==> config.mk <==
export PLATFORM = sky130hd
export DESIGN_NAME = vga_sync_gen
export DESIGN_NICKNAME = d
export VERILOG_FILES = /design/src/rtl/vga_sync_gen.sv
export SDC_FILE = /design/constraint.sdc
export NUM_CORES = 1
export LEC_CHECK = 0
export CELL_PAD_IN_SITES_DETAIL_PLACEMENT = 1
export CELL_PAD_IN_SITES_GLOBAL_PLACEMENT = 2
export CORE_UTILIZATION = 32
export DETAILED_ROUTE_END_ITERATION = 10
export PLACE_DENSITY_LB_ADDON = 0.08
export SYNTH_ARGS = -nofsm -noshare
export SYNTH_HDL_FRONTEND = slang
export SYNTH_SLANG_ARGS = --single-unit
==> constraint.sdc <==
create_clock -name CLK -period 1.8 [get_ports CLK]
set_clock_uncertainty 0.05 [all_clocks]
set_input_delay 0.36 -clock CLK [delete_from_list [all_inputs] [get_ports CLK]]
set_output_delay 0.36 -clock CLK [all_outputs]
set_load 0.02 [all_outputs]
==> src/rtl/vga_sync_gen.sv <==
// VGA timing generator. It waits for a stable, synchronised PLL lock and then
// produces sync pulses, active-video flag, pixel coordinates and line/frame strobes.
module vga_sync_gen #(
  parameter int unsigned H_VISIBLE = 640,
  parameter int unsigned H_FRONT   = 16,
  parameter int unsigned H_SYNC    = 96,
  parameter int unsigned H_BACK    = 48,
  parameter int unsigned V_VISIBLE = 480,
  parameter int unsigned V_FRONT   = 10,
  parameter int unsigned V_SYNC    = 2,
  parameter int unsigned V_BACK    = 33,
  parameter bit          HSYNC_POL = 1'b0,
  parameter bit          VSYNC_POL = 1'b0,
  parameter int unsigned SETTLE    = 16,
  parameter int unsigned CW        = 10
) (
  input  logic          CLK,
  input  logic          RESET,
  input  logic          LOCK,
  output logic          HSYNC,
  output logic          VSYNC,
  output logic          ACTIVE,
  output logic [CW-1:0] X,
  output logic [CW-1:0] Y,
  output logic          LINE_START,
  output logic          FRAME_START,
  output logic          RUNNING
);

  localparam int unsigned H_TOTAL = H_VISIBLE + H_FRONT + H_SYNC + H_BACK;
  localparam int unsigned V_TOTAL = V_VISIBLE + V_FRONT + V_SYNC + V_BACK;
  localparam int unsigned SW      = (SETTLE > 1) ? $clog2(SETTLE) : 1;

  localparam logic [CW-1:0] H_LAST   = CW'(H_TOTAL - 1);
  localparam logic [CW-1:0] V_LAST   = CW'(V_TOTAL - 1);
  localparam logic [CW-1:0] H_VIS_C  = CW'(H_VISIBLE);
  localparam logic [CW-1:0] V_VIS_C  = CW'(V_VISIBLE);
  localparam logic [CW-1:0] HS_START = CW'(H_VISIBLE + H_FRONT);
  localparam logic [CW-1:0] HS_END   = CW'(H_VISIBLE + H_FRONT + H_SYNC);
  localparam logic [CW-1:0] VS_START = CW'(V_VISIBLE + V_FRONT);
  localparam logic [CW-1:0] VS_END   = CW'(V_VISIBLE + V_FRONT + V_SYNC);
  localparam logic [SW-1:0] SETTLE_LAST = SW'(SETTLE - 1);

  if ((64'(H_TOTAL) - 1) >= (64'd1 << CW) || (64'(V_TOTAL) - 1) >= (64'd1 << CW)) begin : g_cw_check
    $error("vga_sync_gen: CW=%0d cannot hold H_TOTAL-1=%0d or V_TOTAL-1=%0d",
           CW, H_TOTAL - 1, V_TOTAL - 1);
  end
  if (SETTLE < 1) begin : g_settle_check
    $error("vga_sync_gen: SETTLE must be at least 1");
  end

  typedef enum logic [1:0] {
    ST_WAIT_LOCK,
    ST_SETTLE,
    ST_RUN
  } state_t;

  state_t        state_q, state_d;
  logic [SW-1:0] settle_q, settle_d;
  logic [CW-1:0] x_q, x_d;
  logic [CW-1:0] y_q, y_d;
  logic          lock_meta_q, lock_s_q;

  always_comb begin
    state_d  = state_q;
    settle_d = settle_q;
    x_d      = x_q;
    y_d      = y_q;
    case (state_q)
      ST_WAIT_LOCK: begin
        settle_d = '0;
        x_d      = '0;
        y_d      = '0;
        if (lock_s_q) state_d = ST_SETTLE;
      end
      ST_SETTLE: begin
        if (!lock_s_q) begin
          state_d  = ST_WAIT_LOCK;
          settle_d = '0;
        end else if (settle_q == SETTLE_LAST) begin
          state_d  = ST_RUN;
          settle_d = '0;
        end else begin
          settle_d = settle_q + SW'(1);
        end
      end
      ST_RUN: begin
        // Lock loss abandons the current line/frame outright; counters restart at 0.
        if (!lock_s_q) begin
          state_d = ST_WAIT_LOCK;
          x_d     = '0;
          y_d     = '0;
        end else if (x_q == H_LAST) begin
          x_d = '0;
          y_d = (y_q == V_LAST) ? '0 : y_q + CW'(1);
        end else begin
          x_d = x_q + CW'(1);
        end
      end
      default: begin
        state_d  = ST_WAIT_LOCK;
        settle_d = '0;
        x_d      = '0;
        y_d      = '0;
      end
    endcase
  end

  always_ff @(posedge CLK or negedge RESET) begin
    if (!RESET) begin
      lock_meta_q <= 1'b0;
      lock_s_q    <= 1'b0;
      state_q     <= ST_WAIT_LOCK;
      settle_q    <= '0;
      x_q         <= '0;
      y_q         <= '0;
    end else begin
      lock_meta_q <= LOCK;
      lock_s_q    <= lock_meta_q;
      state_q     <= state_d;
      settle_q    <= settle_d;
      x_q         <= x_d;
      y_q         <= y_d;
    end
  end

  // Decodes are combinational from the counter registers so they align with X/Y.
  always_comb begin
    RUNNING     = (state_q == ST_RUN);
    X           = x_q;
    Y           = y_q;
    ACTIVE      = 1'b0;
    LINE_START  = 1'b0;
    FRAME_START = 1'b0;
    HSYNC       = ~HSYNC_POL;
    VSYNC       = ~VSYNC_POL;
    if (RUNNING) begin
      ACTIVE      = (x_q < H_VIS_C) && (y_q < V_VIS_C);
      LINE_START  = (x_q == '0);
      FRAME_START = (x_q == '0) && (y_q == '0);
      if ((x_q >= HS_START) && (x_q < HS_END)) HSYNC = HSYNC_POL;
      if ((y_q >= VS_START) && (y_q < VS_END)) VSYNC = VSYNC_POL;
    end
  end

endmodule
==> impl_metrics.toml <==
[run_status]
outcome = "finished, violations left"
violations = "setup timing"

[placed_design]
placed_area_sq_um = 2200
place_inst = 281
dp_hpwl_mm = 3.62
pre_cts_ws_ns = -0.603
portBuffers = 28
gp_congestion = 0.791

[global_routing]
grt_pass1_wl_mm = 8.21
grt_max_degree = 29
grt.total_usage_pct = 20.6
grt_overflow_total = 0
grt_pass1_vias = 1648
antenna_found_initial = 0

[logic_synthesis]
ys_warn_count = 0
async_flop_share_pct = 100
ys.flop_type = "dfrtp_1"
synth_cells = 163
ys_types = 40
synth_top_area_share_pct = 45.0
syn-cell-area_sq_um = 1560
synth_edf_count = 0
synth.largest_area_cell = "dfrtp_1"
ys_seq_elements = 28
synthTopCellsByArea = "dfrtp_1 (45%), o21ai_0 (4.8%), nand2_1 (4.1%)"
seq_area_frac_synth_pct = 45.0
syn_area_per_cell_sq_um = 9.56
synth_nets = 171

[drt]
topRoutingLayerUsed = "met4"
dr.pass1.iters = 4
wl_met2_mm = 2.53
wl_met3_microns = 129
wl_per_cell_microns = 16.9
avgViaCountPerCell = 5.27
ant_nets = 0
wl_met1_mm = 2.20
routed_wl_mm = 4.93
vias = 1534
drc = 0
drt_iter0_markers = 40

[power]
leakagePower_nw = 1.22
p_total_mw = 1.21
vdd_drop_max_mv = 0.293
p_per_area_nw_per_um2 = 486

[critical_path]
cp_data_arrival_time_ns = 1.67
critical_path.endpoint_type = "output pin"
worstSetupPathType = "flop to output pin"
cp_max_fo = 2
cp.required_ns = 1.39
start_kind = "flop"

[timing]
hold_viol_final = 0
worst_slack_ns = -0.277
slew_viol_final = 0
period_needed_ns = 2.08
slew_headroom_pct = 71.0
grt_setup_unrepaired = "true"
fmax_mhz = 482
fin_hold_ws_ns = 0.315
fin_tns_setup_ns = -0.480
timing.final.crit_share_pct = 115
worst_pin_slew_ns = 0.434
setup_viol = 3

[die]
ios = 29
initial_utilization_pct = 33.2
coreArea_sq_um = 4690
die_w_microns = 71.8
die-area_sq_um = 5150
rows = 25
die_h_microns = 71.8

[finish]
nets = 246
fin_cells = 291
area_delta_synth_final_pct = 59.2
antenna_cells = 0
fillers = 543
drive_gt1_share_pct = 38.4
stdcell_area_sq_um = 2480
post-route-util_pct = 52.9

[clock_network]
cts_buffers = 3
cts_sinks = 28
tritoncts = "built"
clk_latency_ns = 0.28
path_clk_slew_ns = 0.10
clockBufferDepth = 2
htreeDepth = 1
root_buffer = "clkbuf_8"

[worst_hold_path]
min_path_type = "flop to flop"

[flow_run]
maxCapViolCount = 0
[worst paths after layout]
check | start | end | slack [ns] | cells after the start
max in group asynchronous | RESET | X[0] | 1.00 | 2
min | lock_meta_q | lock_s_q | 0.32 | 0
min in group asynchronous | RESET | Y[8] | 0.41 | 2
min reg2reg | lock_meta_q | lock_s_q | 0.32 | 0
max | X[1] | FRAME_START | -0.28 | 6
max reg2reg | X[0] | Y[7] | 0.01 | 8
[routing by layer]
layer	up-vias	track usage (%)
li1	739	-
met5	-	0
met1	761	27.5
met2	28	35.8
met3	6	2.25
met4	0	5.01
[placed cells by master, fill, tap and decap left out, types with 2 or more instances in the layout]
cell type        count
nor2_1              16
a21oi_1              2
and3_2               2
a21o_1               2
clkdlybuf4s50_1      2
xnor2_1              5
nor2b_1              2
nor3_1               3
xor2_1               6
o21ai_2              3
and3_1               3
dlymetal6s2s_1       3
nand2_1             16
inv_1                2
nand3_1              6
buf_6                7
o31ai_2              3
nor3_2               2
inv_2                2
dfrtp_1             27
o21ai_1              3
o21ai_0             10
clkbuf_8             3
nand4_1              9
ha_1                 3
and4_4               3
buf_12               2
buf_4               40
dlygate4sd2_1       17
ha_4                 2
[layout make-up]
type                            instances  area, sq um  area share [%]
Multi-Input combinational cell        129          993            40.1
Sequential cell                        28          702            28.3
Timing Repair Buffer                   72          631            25.4
Tap cell                               54         67.6            2.72
Clock buffer                            3         41.3            1.66
Clock inverter                          1         30.0            1.21
Inverter                                4         15.0           0.605
[synthesized netlist by cell type, types with 2 or more instances]
library cell	instances
dfrtp_1	28
xnor2_1	5
ha_1	5
nor3_1	6
a21oi_1	2
and3_1	3
nand2_1	17
and4_1	4
and3_2	3
nor2_1	17
nor2b_1	4
xor2_1	6
nand4_1	9
nand3_1	7
a21o_1	2
o31ai_1	4
inv_1	4
o21ai_0	15
[repair_timing]
| item | CTS | global route |
|---|---|---|
| hold buffers | 0 | 0 |
| setup buffers | 2 | 8 |
| resized for setup | 61 | 34 |
| endpoints found under the hold margin | 0 | 0 |
| pin swaps | 6 | 10 |
| setup endpoints to repair | 30 | 19 |
[sequential cells by signal, indices dropped and copies added (netlist names)]
name and count:
Y 10, X 10, lock_meta_q 1, settle_q 4
state_q 2, lock_s_q 1
[power breakdown]
part           total (mW)  switching [mW]  internal, mW
clock               0.511           0.213         0.298
combinational      0.0556          0.0362        0.0194
sequential          0.639         0.00508         0.634
[logic make-up (layout without fill, tap and decap cells)]
kind of cell | Yosys count | count (layout) | share of synthesized area [%]
buf+inv | 6 | 80 | 2.01
compound gates | 30 | 30 | 12.8
flops | 28 | 28 | 45.0
xor+xnor | 11 | 11 | 6.18
fa+ha+maj | 5 | 5 | 4.02
simple gates | 83 | 83 | 30.0
[worst max-delay path, cell delays in order (launching register included)]
cell,delay (ns)
dfrtp_1,0.41
inv_2,0.08
ha_4,0.13
nor4b_4,0.18
and4_4,0.27
and4_4,0.20
buf_6,0.11
Note: power is estimated with default switching activity, not from simulation.
